## config.mk

```make
export PLATFORM = sky130hd
export DESIGN_NAME = seg_scan_driver
export DESIGN_NICKNAME = d
export VERILOG_FILES = /design/src/rtl/seg_pkg.sv /design/src/rtl/seg_scan_timer.sv /design/src/rtl/seg_scan_driver.sv
export SDC_FILE = /design/constraint.sdc
export NUM_CORES = 1
export LEC_CHECK = 0
export ABC_AREA = 1
export CAP_MARGIN = 40
export CORE_MARGIN = 2
export CORE_UTILIZATION = 53
export DETAILED_ROUTE_END_ITERATION = 10
export PLACE_DENSITY = 0.77
export SYNTH_ARGS = -nofsm -noshare
export SYNTH_HDL_FRONTEND = slang
export SYNTH_SLANG_ARGS = --single-unit
```

## constraint.sdc

```tcl
create_clock -name clk -period 2.69 [get_ports clk]
set_clock_uncertainty 0.05 [all_clocks]
set_input_delay 0.4035 -clock clk [delete_from_list [all_inputs] [get_ports clk]]
set_output_delay 0.4035 -clock clk [all_outputs]
set_load 0.02 [all_outputs]
```

## src/rtl/seg_pkg.sv

```systemverilog
// Shared 7-segment glyph constants and the code-to-glyph lookup.
// Bit order is {a,b,c,d,e,f,g,dp} and the glyphs are active-high.
package seg_pkg;

  localparam logic [7:0] SEG_0     = 8'hFC;
  localparam logic [7:0] SEG_1     = 8'h60;
  localparam logic [7:0] SEG_2     = 8'hDA;
  localparam logic [7:0] SEG_3     = 8'hF2;
  localparam logic [7:0] SEG_4     = 8'h66;
  localparam logic [7:0] SEG_5     = 8'hB6;
  localparam logic [7:0] SEG_6     = 8'hBE;
  localparam logic [7:0] SEG_7     = 8'hE0;
  localparam logic [7:0] SEG_8     = 8'hFE;
  localparam logic [7:0] SEG_9     = 8'hF6;
  localparam logic [7:0] SEG_BLANK = 8'h00;
  localparam logic [7:0] SEG_B     = 8'h3E;
  localparam logic [7:0] SEG_C     = 8'h9C;
  localparam logic [7:0] SEG_D     = 8'h7A;
  localparam logic [7:0] SEG_E     = 8'h9E;
  localparam logic [7:0] SEG_F     = 8'h8E;

  // Code 0xA is reserved as an explicit blank digit.
  function automatic logic [7:0] seg_glyph(input logic [3:0] code);
    case (code)
      4'h0:    return SEG_0;
      4'h1:    return SEG_1;
      4'h2:    return SEG_2;
      4'h3:    return SEG_3;
      4'h4:    return SEG_4;
      4'h5:    return SEG_5;
      4'h6:    return SEG_6;
      4'h7:    return SEG_7;
      4'h8:    return SEG_8;
      4'h9:    return SEG_9;
      4'hA:    return SEG_BLANK;
      4'hB:    return SEG_B;
      4'hC:    return SEG_C;
      4'hD:    return SEG_D;
      4'hE:    return SEG_E;
      default: return SEG_F;
    endcase
  endfunction

endpackage

```

## src/rtl/seg_scan_timer.sv

```systemverilog
// Slot prescaler and digit index counter for the scan driver.
// Also decodes the slot's active window and the frame boundary events.
module seg_scan_timer
  import seg_pkg::*;
#(
  parameter int unsigned N_DIGITS   = 6,
  parameter int unsigned SCAN_DIV   = 1000,
  parameter int unsigned GAP_CYCLES = 2,
  localparam int unsigned IDX_W     = (N_DIGITS > 1) ? $clog2(N_DIGITS) : 1
) (
  input  logic             clk,
  input  logic             rst,
  output logic [IDX_W-1:0] idx,
  output logic             slot_active,
  output logic             frame_end,
  output logic             slot0_start
);

  localparam int unsigned PRE_W = $clog2(SCAN_DIV);
  localparam logic [PRE_W-1:0] PRE_LAST = PRE_W'(SCAN_DIV - 1);
  localparam logic [IDX_W-1:0] IDX_LAST = IDX_W'(N_DIGITS - 1);

  logic [PRE_W-1:0] pre;

  always_ff @(posedge clk) begin
    if (rst) begin
      pre <= '0;
      idx <= '0;
    end else if (pre == PRE_LAST) begin
      pre <= '0;
      idx <= (idx == IDX_LAST) ? '0 : idx + 1'b1;
    end else begin
      pre <= pre + 1'b1;
    end
  end

  // With no gap the whole slot is lit; the cast below would wrap to zero.
  always_comb begin
    slot_active = (GAP_CYCLES == 0) || (pre < PRE_W'(SCAN_DIV - GAP_CYCLES));
    frame_end   = (pre == PRE_LAST) && (idx == IDX_LAST);
    slot0_start = (pre == '0) && (idx == '0);
  end

endmodule

```

## src/rtl/seg_scan_driver.sv

```systemverilog
// Time-multiplexed 7-segment driver: frame snapshot, leading-zero suppression,
// glyph selection and registered, polarity-adjusted outputs to the pins.
module seg_scan_driver
  import seg_pkg::*;
#(
  parameter int unsigned N_DIGITS       = 6,
  parameter int unsigned SCAN_DIV       = 1000,
  parameter int unsigned GAP_CYCLES     = 2,
  parameter int unsigned COM_ACTIVE_LOW = 1,
  parameter int unsigned SEG_ACTIVE_LOW = 0
) (
  input  logic                  clk,
  input  logic                  rst,
  input  logic [4*N_DIGITS-1:0] digits_bcd,
  input  logic [N_DIGITS-1:0]   dp_mask,
  input  logic [N_DIGITS-1:0]   blank_mask,
  input  logic                  lzs_en,
  output logic [N_DIGITS-1:0]   seg_com,
  output logic [7:0]            seg_data,
  output logic                  frame_start
);

  localparam int unsigned IDX_W = (N_DIGITS > 1) ? $clog2(N_DIGITS) : 1;

  logic [IDX_W-1:0]      idx;
  logic                  slot_active;
  logic                  frame_end;
  logic                  slot0_start;

  logic [4*N_DIGITS-1:0] snap_codes;
  logic [N_DIGITS-1:0]   snap_dp;
  logic [N_DIGITS-1:0]   snap_blank;
  logic                  snap_lzs;
  logic                  snap_valid;

  logic [N_DIGITS-1:0]   suppress;
  logic                  zero_run;
  logic [3:0]            cur_code;
  logic                  cur_dp;
  logic                  cur_blank;
  logic                  cur_sup;
  logic [N_DIGITS-1:0]   cur_onehot;
  logic [7:0]            seg_lit;
  logic [N_DIGITS-1:0]   com_next;
  logic [7:0]            seg_next;

  seg_scan_timer #(
    .N_DIGITS   (N_DIGITS),
    .SCAN_DIV   (SCAN_DIV),
    .GAP_CYCLES (GAP_CYCLES)
  ) u_timer (
    .clk         (clk),
    .rst         (rst),
    .idx         (idx),
    .slot_active (slot_active),
    .frame_end   (frame_end),
    .slot0_start (slot0_start)
  );

  // snap_valid keeps the digit enables off for the whole first frame after reset.
  always_ff @(posedge clk) begin
    if (rst) begin
      snap_codes <= '0;
      snap_dp    <= '0;
      snap_blank <= '1;
      snap_lzs   <= 1'b0;
      snap_valid <= 1'b0;
    end else if (frame_end) begin
      snap_codes <= digits_bcd;
      snap_dp    <= dp_mask;
      snap_blank <= blank_mask;
      snap_lzs   <= lzs_en;
      snap_valid <= 1'b1;
    end
  end

  // Walk from the leftmost digit down; digit 0 is never suppressed.
  always_comb begin
    suppress = '0;
    zero_run = snap_lzs;
    for (int unsigned i = N_DIGITS - 1; i >= 1; i--) begin
      if (zero_run && (snap_codes[4*i +: 4] == 4'h0)) begin
        suppress[i] = 1'b1;
      end else begin
        zero_run = 1'b0;
      end
    end
  end

  always_comb begin
    cur_code   = '0;
    cur_dp     = 1'b0;
    cur_blank  = 1'b0;
    cur_sup    = 1'b0;
    cur_onehot = '0;
    for (int unsigned i = 0; i < N_DIGITS; i++) begin
      if (idx == IDX_W'(i)) begin
        cur_code      = snap_codes[4*i +: 4];
        cur_dp        = snap_dp[i];
        cur_blank     = snap_blank[i];
        cur_sup       = suppress[i];
        cur_onehot[i] = 1'b1;
      end
    end

    if (cur_blank) begin
      seg_lit = '0;
    end else if (cur_sup) begin
      seg_lit = {7'b0, cur_dp};
    end else begin
      seg_lit = seg_glyph(cur_code) | {7'b0, cur_dp};
    end

    com_next = (slot_active && snap_valid) ? cur_onehot : '0;
    seg_next = slot_active ? seg_lit : '0;
  end

  always_ff @(posedge clk) begin
    if (rst) begin
      seg_com     <= (COM_ACTIVE_LOW != 0) ? '1 : '0;
      seg_data    <= (SEG_ACTIVE_LOW != 0) ? '1 : '0;
      frame_start <= 1'b0;
    end else begin
      seg_com     <= (COM_ACTIVE_LOW != 0) ? ~com_next : com_next;
      seg_data    <= (SEG_ACTIVE_LOW != 0) ? ~seg_next : seg_next;
      frame_start <= slot0_start;
    end
  end

endmodule
```

Yosys cells after proc, flatten, opt, wreduce, memory -nomap -nowiden
Memory sizes are Yosys's and may differ from the RTL's.
Index checks and enable logic that the tools add are counted.
{ "totals": {"reg_bits": 66, "mem_count": 1, "input_bits": 39, "romBits": 112} }
{ "mem_list": {"columns": ["name", "words", "width", "rd", "rd_ports_with_merged_regs", "write_ports", "line_no", "text"], "rows": [
  ["(no name shown)", 16, 7, 1, 0, 0, "seg_pkg.sv:24", "case (code)"]
]} }
{ "classes": {"n_reduce_logical": 18, "n_bitwise": 3, "add_sub_neg": 2, "n_eq_ne": 6, "n_lt_le_gt_ge": 1, "mux": 43} }
{ "ops": {"columns": ["op", "n"], "rows": [
  ["2-to-1 mux 1 bit", 33],
  ["2-to-1 mux 4 bit", 6],
  ["zero test 4 bit", 5],
  ["2-to-1 mux 8 bit", 2],
  ["adder 10 x 1 -> 10 bit, second input constant", 1],
  ["equality test 10 bit, second input constant", 1],
  ["zero test 10 bit", 1],
  ["less-than comparator 10 bit, second input constant", 1],
  ["logical AND 1 bit", 8],
  ["bitwise OR 8 x 1 -> 8 bit", 1],
  ["equality test 3 x 2 -> 1 bit, second input constant", 2],
  ["equality test 3 bit, second input constant", 2],
  ["2-to-1 mux 6 bit", 1],
  ["NOT 6 bit", 1],
  ["OR reduction 4 bit", 1],
  ["adder 3 x 1 -> 3 bit, second input constant", 1],
  ["equality test 3 x 1 -> 1 bit, second input constant", 1],
  ["zero test 3 bit", 1],
  ["2-to-1 mux 3 bit", 1],
  ["OR reduction 3 bit", 1],
  ["OR reduction 2 bit", 1],
  ["NOT 1 bit", 1]
]} }

Logic depth before layout (Yosys ltp)
Gate-level depths: netlist of run 1.
{ "logic_depth": {"depth_word": 20, "depth_mapped": 17} }

Modules after synthesis
From an unflattened synthesis of run 1, not the netlist that was laid out.
{ "unflattened": {"hier_cells": 456, "hier_area_um2": 3134.3} }
{ "by_module_without_submodules": {"columns": ["module", "area_per_inst_um2", "seq_area_each_um2", "instances", "cells_per_inst"], "rows": [
  ["seg_scan_driver", 2419.8, 1061.0, 1, 352],
  ["seg_scan_timer", 714.4, 260.2, 1, 104]
]} }

Least setup slack after synthesis of run 1
No wires, ideal clock.
{ "synth_timing": {"kind": "reg-to-reg", "from": "register u_timer.idx[2]", "to": "register seg_data[3]", "period_less_slack_ns": 2.406, "arrival_ns": 2.238, "setup_slack_ns": 0.284, "stages_incl_launch_ff": 16, "required_ns": 2.522, "path_cell_list": "dfxtp_1 > inv_4 > buf_6 > ha_1 > clkbuf_4 > a21oi_1 > nand2_1 > a21oi_1 > inv_1 > ha_1 > inv_1 > nand3_1 > nand2_2 > nand2_1 > inv_1 > a21oi_2"} }
{ "synth_between": {"elab_chain_cells": 11} }
{ "synth_lines": {"columns": ["element", "line_no", "text"], "rows": [
  ["start: declaration", "seg_scan_timer.sv:13", "output logic [IDX_W-1:0] idx,"],
  ["start signal: assignment", "seg_scan_timer.sv:31", "idx <= (idx == IDX_LAST) ? '0 : idx + 1'b1;"],
  ["zero test 3 bit", "seg_scan_driver.sv:97", "if (idx == IDX_W'(i)) begin"],
  ["2-to-1 mux 4 bit (6 in a row)", "seg_scan_driver.sv:97", null],
  ["memory (16 x 7 bit)", null, null],
  ["2-to-1 mux 8 bit", "seg_scan_driver.sv:108", "end else if (cur_sup) begin"],
  ["2-to-1 mux 8 bit", "seg_scan_driver.sv:106", "if (cur_blank) begin"],
  ["bitwise OR 8 x 1 -> 8 bit", "seg_scan_driver.sv:111", "seg_lit = seg_glyph(cur_code) | {7'b0, cur_dp};"],
  ["end signal: assignment", "seg_scan_driver.sv:121", "seg_data <= (SEG_ACTIVE_LOW != 0) ? '1 : '0;"],
  ["end signal: assignment", "seg_scan_driver.sv:125", "seg_data <= (SEG_ACTIVE_LOW != 0) ? ~seg_next : seg_next;"],
  ["end: declaration", "seg_scan_driver.sv:19", "output logic [7:0] seg_data,"]
]} }
Parallel ways exist; a longest one is shown, timed or not. The select of a mux whose other input is x is not followed.
A chain may end at the register's enable or synchronous reset.

Worst setup path in the final report of run 1
Same ends and word-level chain as after synthesis.

==> results of run 1 <==
-- registers in the layout (all words and copies together), names as in the netlist, 3 cells and up --
register,count
seg_com,6
seg_data,8
snap_blank,6
snap_codes,24
snap_dp,6
u_timer.idx,3
u_timer.pre,10
-- critical path: stages (launching register included) --
cell	delay, ns
dfxtp_1	0.35
inv_4	0.18
ha_1	0.41
inv_1	0.14
nand2_1	0.10
nand2_1	0.05
a21oi_1	0.16
inv_1	0.11
ha_1	0.29
inv_1	0.08
nand3_1	0.08
nand2_2	0.07
nand2_1	0.04
inv_1	0.06
a21oi_2	0.05
-- routing by layer --
layer  global-route usage  up-vias  wire [µm]
met1                0.297     1282       3290
met3               0.0560       11        256
met4               0.0833        0        128
met5                    0        -          0
li1                     -     1510          -
met2                0.362       74       3130
-- final timing paths --
path                                        to  slack [ns]
worst max register to register     seg_data[3]        0.35
worst min register to register  u_timer.pre[0]        0.40
worst max-delay path               seg_data[3]        0.35
worst min-delay path            u_timer.pre[0]        0.40
-- stage by stage --
step / std cells / util / worst slack, ns
finish: 561 / 0.664 / 0.347
global route: 561 / 0.664 / 0.0901
CTS: 561 / 0.664 / 0.354
detailed placement: 547 / 0.637 / 0.372
global placement: 547 / 0.637 / 0.457
floorplan: 431 / - / 0.284
-- layout make-up --
class | count | area, µm² | share of cell area
repair buffers | 60 | 583 | 0.148
clock buffers | 11 | 141 | 0.0360
multi-input cells | 295 | 1580 | 0.401
well taps | 75 | 93.8 | 0.0239
flip-flops and latches | 66 | 1320 | 0.336
inverters | 51 | 199 | 0.0506
clock inverters | 3 | 17.5 | 0.00446
-- placed cells by master (no fill, tap or decap), types with 2 or more instances in the layout --
cell             instances
buf_4                    7
inv_4                    3
a21oi_2                  7
nor2_1                  22
clkbuf_8                10
o211ai_1                 2
nand2_4                  4
o21a_1                   2
o21ai_1                 14
inv_2                    7
ha_1                    10
inv_1                   41
nor2_2                   2
nor3_1                   5
nor4_1                   3
nand2_1                107
clkdlybuf4s50_1         53
dfxtp_1                 66
a21oi_1                 52
a21oi_4                  2
nor3_4                   2
o21ai_0                 11
nand4_1                  5
nand3_1                 26
nand2_2                  6
clkinv_2                 2
nand3b_1                 2
nor2_4                   2
-- power by group --
group	internal, mW	switching [mW]	total, mW
clock	0.346	0.348	0.694
combinational	0.0617	0.0342	0.0959
sequential	0.982	0.00325	0.986
total	1.39	0.385	1.78
-- kinds of logic (layout without fill, tap and decap cells) --
| logic type | after synthesis | after routing |
|---|---|---|
| fa+ha+maj | 10 | 10 |
| buf+inv | 70 | 125 |
| flops | 66 | 66 |
| compound gates | 94 | 94 |
| xor+xnor | 1 | 1 |
| simple gates | 190 | 190 |
==> metrics.cfg, run 1 <==
[cts]
cts_hold_buffers=0
postCtsSetupBuffers=0
cts-root-buf=clkbuf_8
clk_pin_slew_ns=0.07
cts_max_level=3
cts_buffers=9
cts.sinks=66
cts_buffer_depth=2
cts_resized=0
cts_tree=done
insertion_delay_ns=0.34

[floorplanning]
row_count=28
start_util=0.545
die_x_um=82.0
core_um2=5920
fp.dieArea_um2=6730
io_pins=54
die_y_um=82.0

[synthesis]
synth_warnings=0
synthFlopType=dfxtp_1
synthesis.instances=431
yosys.area.top_type=dfxtp_1
yosys.area_share.simple=0.280
synth_compound_area_frac=0.167
synth-xor-area-share=0.00271
synth.avg_cell_area_um2=7.49
synth.top_cells.by_count=nand2_1, dfxtp_1, a21oi_1, inv_1, nand3_1
syn_area_um2=3230
synth_edf_count=0
synth_top_family_by_area=simple AND/OR/NAND/NOR gates
seq_area_frac_synth=0.409
ys_types=37
yosysMostFrequentCell=nand2_1
netlist_top_cells_area=dfxtp_1, nand2_1, a21oi_1, inv_1, nand3_1
synthesis.nets=480
async_flop_share=0
synthAdderAreaFrac=0.0388
synthMuxAreaShare=0
synth.top_cell.area_share=0.409
synth-seq-cells=66

[final_layout]
antenna_cells=0
areaGrowthSynthToFinish_pct=21.8
nNetsFinal=532
drive_above_1_share=0.121
fillers=527
final_cell_area_um2=3930

[timing]
max_freq_mhz=427
finalSetupViolCount=0
rsz0062_at_grt=no
worstMarginPinSlew_ns=0.423
hold-worst-slack_ns=0.398
finalSetupTns_ns=0
hold_viol_final=0
relSlewSlack=0.718
period_needed_ns=2.34
report.final.slew_viol_count=0
period_share=0.871

[grt]
grt_pass1_vias=2634
antenna_found_initial=0
grt_start_max_net_pins=44
grt_overflow=0
grt_pass1_wl_um=11700
grt.total_usage=0.227

[worst_hold_path]
min-delay-start=u_timer.pre[0]
holdPathStages=1
min_path_type=reg -> reg

[place]
dpl-instance-area_um2=3770
port_buffers=53
detailed_place_hpwl_um=5190
place_congestion=0.906

[worst_setup_path]
rr_startpoint=u_timer.idx[2]
worstSetupEndpointType=flop
worst_setup_path_start_kind=flop
crit_type=reg -> reg
worst-endpoint-required_ns=2.85
arrival_ns=2.50
critPathMaxFanout=14
rr_worst_depth=14
crit_start=u_timer.idx[2]

[detailed_routing]
post_drt_wl_per_cell_um=12.1
via_per_inst=5.13
drt_iter0_markers=103
routed_wl_um=6800
vias=2877
drc=0
ant_nets=0
firstDrtPassIters=4

[run]
maxCapViolCount=0

[run_status]
status=complete, no violations

[pwr]
powerDensity_nw_per_um2=452
power.leakage_nw=1.59
power_mw=1.78
ir_drop_uv=252

(Power assumes the default switching activity.)
==> run 2: changes to the inputs <==
--- a/config.mk
+++ b/config.mk
@@ -10,7 +10,7 @@
 export CORE_MARGIN = 2
 export CORE_UTILIZATION = 53
 export DETAILED_ROUTE_END_ITERATION = 10
-export PLACE_DENSITY = 0.77
+export PLACE_DENSITY_LB_ADDON = 0.08
 export SYNTH_ARGS = -nofsm -noshare
 export SYNTH_HDL_FRONTEND = slang
 export SYNTH_SLANG_ARGS = --single-unit
==> metrics.cfg, run 2 (same netlist as run 1, synthesis figures left out) <==
[run]
maxCapViolCount=0

[detailed_routing]
via_per_inst=5.04
ant_nets=0
drc=0
post_drt_wl_per_cell_um=12.3
firstDrtPassIters=4
drt_iter0_markers=120
top_layer_used=met4
wl_met1_um=3260
vias=2839
routed_wl_um=6900
dr_wl_met2_um=3170
wl_met3_um=309

[timing]
rsz0062_at_grt=no
hold_viol_final=0
relSlewSlack=0.722
max_freq_mhz=431
worstMarginPinSlew_ns=0.414
finalSetupTns_ns=0
period_share=0.862
report.final.slew_viol_count=0
period_needed_ns=2.32
setup_slack_ns=0.370
finalSetupViolCount=0
hold-worst-slack_ns=0.408

[place]
dp.cells=547
place_congestion=0.983
detailed_place_hpwl_um=5200
place_ws_ns=0.379
port_buffers=53

[pwr]
ir_drop_uv=366
power.leakage_nw=1.61
powerDensity_nw_per_um2=484

[floorplanning]
fp.dieArea_um2=6730
die_y_um=82.0
die_x_um=82.0
row_count=28
core_um2=5920
io_pins=54
start_util=0.545

[final_layout]
antenna_cells=0
fillers=566
stdcell_count=563
nNetsFinal=532
reg_top3=snap_codes x24, u_timer.pre x10, seg_data x8
largest_register_ffs=24
final_cell_mix=nand2_1, dfxtp_1, clkdlybuf4s50_1
largest-register=snap_codes
mostFrequentLayoutCell=nand2_1
areaGrowthSynthToFinish_pct=23.0
drive_above_1_share=0.121

[worst_setup_path]
critPathMaxFanout=14
cp_cell_sequence=inv_4, ha_1, inv_1, nand2_1, nand2_1, a21oi_1, inv_1, ha_1, inv_1, nand3_1, nand2_2, nand2_1, inv_1, a21oi_2
critPathMostFrequentCell=inv_1
worstSetupEndpointType=flop
cpPeakStageDelay_ns=0.39
arrival_ns=2.50
crit_type=reg -> reg
worst-endpoint-required_ns=2.87
worst_setup_path_start_kind=flop
slowest_stage=ha_1

[cts]
cts_buffer_depth=2
cts-root-buf=clkbuf_8
cts.sinks=66
cts_max_level=3
insertion_delay_ns=0.34
clk_pin_slew_ns=0.07
postCtsSetupBuffers=0
cts_hold_buffers=0
cts_resized=0
cts_buffers=9
cts_tree=done

[grt]
grt_start_max_net_pins=44
antenna_found_initial=0
grt.total_usage=0.223
grt_pass1_wl_um=11400
grt_pass1_vias=2548
grt_overflow=0

[run_status]
status=complete, no violations

[worst_hold_path]
min_path_type=reg -> reg

## run 2: through the flow
stage	total power, mW	cell area [µm²]	util
floorplan	1.04	3230	-
global placement	1.10	3770	0.637
detailed placement	1.10	3770	0.637
CTS	1.94	3970	0.671
global route	1.98	3970	0.671
finish	1.92	3970	0.671
## run 2: worst max-delay path, delay by kind of cell, from the launching register on
family / cells / cell delay (ns)
simple gates: 5 / 0.35
fa+ha+maj: 2 / 0.69
buf+inv: 5 / 0.56
flops: 1 / 0.35
compound gates: 2 / 0.20
## run 2: power breakdown
part           switching [mW]  leakage, nW  total, mW  internal, mW
clock                   0.362        0.101      0.841         0.479
combinational          0.0338        0.978     0.0955        0.0617
sequential            0.00339        0.533      0.986         0.982
total                   0.400         1.61       1.92          1.52
## run 2: final timing paths
check / from / end / slack (ns) / cells after the start
max: u_timer.idx[2] / seg_data[3] / 0.37 / 14
min: u_timer.pre[0] / u_timer.pre[0] / 0.41 / 1
max reg2reg: u_timer.idx[2] / seg_data[3] / 0.37 / 14
min reg2reg: u_timer.pre[0] / u_timer.pre[0] / 0.41 / 1
## run 2: metal layers
metal  global-route usage  up-vias
met5                    0        -
met4                0.100        0
met3               0.0648       15
met2                0.350       61
met1                0.283     1263
li1                     -     1500
## run 2: final cells by class
| class | count | area (µm²) | area share |
|---|---|---|---|
| Multi-Input combinational cell | 295 | 1580 | 0.397 |
| Sequential cell | 66 | 1320 | 0.333 |
| Timing Repair Buffer | 60 | 583 | 0.147 |
| Inverter | 51 | 199 | 0.0501 |
| Clock buffer | 14 | 163 | 0.0410 |
| Tap cell | 75 | 93.8 | 0.0236 |
| Clock inverter | 2 | 35.0 | 0.00882 |
==> patch, RTL diff (config.mk and constraints of run 1) <==
`N_DIGITS` is set to 6 in 2 places; all go to 7.
--- a/src/rtl/seg_scan_timer.sv
+++ b/src/rtl/seg_scan_timer.sv
@@ -5,3 +5,3 @@
 #(
-  parameter int unsigned N_DIGITS   = 6,
+  parameter int unsigned N_DIGITS   = 7,
   parameter int unsigned SCAN_DIV   = 1000,
--- a/src/rtl/seg_scan_driver.sv
+++ b/src/rtl/seg_scan_driver.sv
@@ -5,3 +5,3 @@
 #(
-  parameter int unsigned N_DIGITS       = 6,
+  parameter int unsigned N_DIGITS       = 7,
   parameter int unsigned SCAN_DIV       = 1000,
Interface: changed (resized blank_mask, digits_bcd, dp_mask and seg_com); port bits go from 54 to 61. The function was not compared with the original's and may differ.
==> patch against run 1 <==
Global-route usage grew 3.2 points. Sequential cell count rose by 7. Routed wire length is 26% higher. Highest routed layer unchanged. Synthesized area grew 5.6%. Fmax is 1.7% lower. Total power up 19%. Final area is 9.8% higher. Largest power group unchanged. Setup slack got worse by 0.041 ns.
==> patch: results <==
group,metric,value,unit
finish,num-nonclk-buffers,71,
yosys,synth_cell_type_count,30,
finish,drive_gt1_share,8.51,%
yosys,synth_compound_gate_area_share,12.8,%
routing,routed_via_density,5.19,
finish,seq_area_share,33.9,%
setup_path,timing.critical_path.slowest_stage_cell,"sky130_fd_sc_hd__dfxtp_1",
global_routing,grt_usage,25.9,%
yosys,seq_area_frac_synth,42.9,%
yosys,synth_fp_nets,538,
global_routing,grt_start_max_net_pins,34,
finish,largestRegisters,"snap_codes (28), u_timer.pre (10), seg_data (8)",
routing,drt-total-wl,8550,um
placement,postPlaceCellArea,0.00412,mm2
placement,gpl_wtd_cong,0.865,
routing,drt_pass1_iterations,5,
pwr,p_sw,477,uW
setup_path,worstPathArrival,2.62,ns
placement,dpl.hpwl,6250,um
outcome,run_status,"completed",
global_routing,grt_pass1_vias,3137,
finish,stdcell_area,0.00432,mm2
finish,inv_count,59,
finish,final_net_count,602,
yosys,synth.ff_latch_count,73,
yosys,synthTopCellsByArea,"sky130_fd_sc_hd__dfxtp_1, sky130_fd_sc_hd__nor2_1, sky130_fd_sc_hd__nand2_1",
routing,wl_per_cell,13.6,um
pwr,leakagePower,1.83,nW
sta,worst_pin_slew,0.491,ns
yosys,synth_common_cells,"sky130_fd_sc_hd__nor2_1, sky130_fd_sc_hd__nand2_1, sky130_fd_sc_hd__dfxtp_1, sky130_fd_sc_hd__inv_1, sky130_fd_sc_hd__nand3_1",
setup_path,top_delay_family_on_crit_path,"simple AND/OR/NAND/NOR gates",
finish,clkCellAreaFrac,4.55,%
placement,place.port_buffers,60,
setup_path,critical_path.reg2reg.endpoint,"seg_data[4]$_SDFF_PP0_",
finish,multi_input_area_share,38.1,%
routing,drt-initial-drc-count,166,
-- patch: cell count changes after synthesis, sizes merged, moves of 7 or more --
cell	run 1	this run
a211oi	0	21
nand2	117	96
a21oi	61	22
nor2	27	97
dfxtp	66	73
inv	51	59
-- patch: power groups by stage --
stage	Combinational, mW	Sequential [mW]	Clock [mW]
5_1_grt	0.164	1.10	0.918
3_3_place_gp	0.148	1.12	0
6_report	0.152	1.10	0.853
4_1_cts	0.151	1.10	0.863
3_5_place_dp	0.150	1.13	0
2_1_floorplan	0.0514	1.13	0
-- patch: worst register-to-register path: cells and delay by family, from the launching register on --
| family | cells | cell delay (ns) |
|---|---|---|
| buf+inv | 3 | 0.36 |
| fa+ha+maj | 2 | 0.55 |
| flops | 1 | 0.41 |
| compound gates | 1 | 0.29 |
| simple gates | 8 | 0.66 |
-- patch: routing by layer --
metal	part of all wire (%)	track usage [%]
met1	49	36.0
met2	44	40.0
met3	5.7	5.01
met4	1.3	9.68
met5	0	0
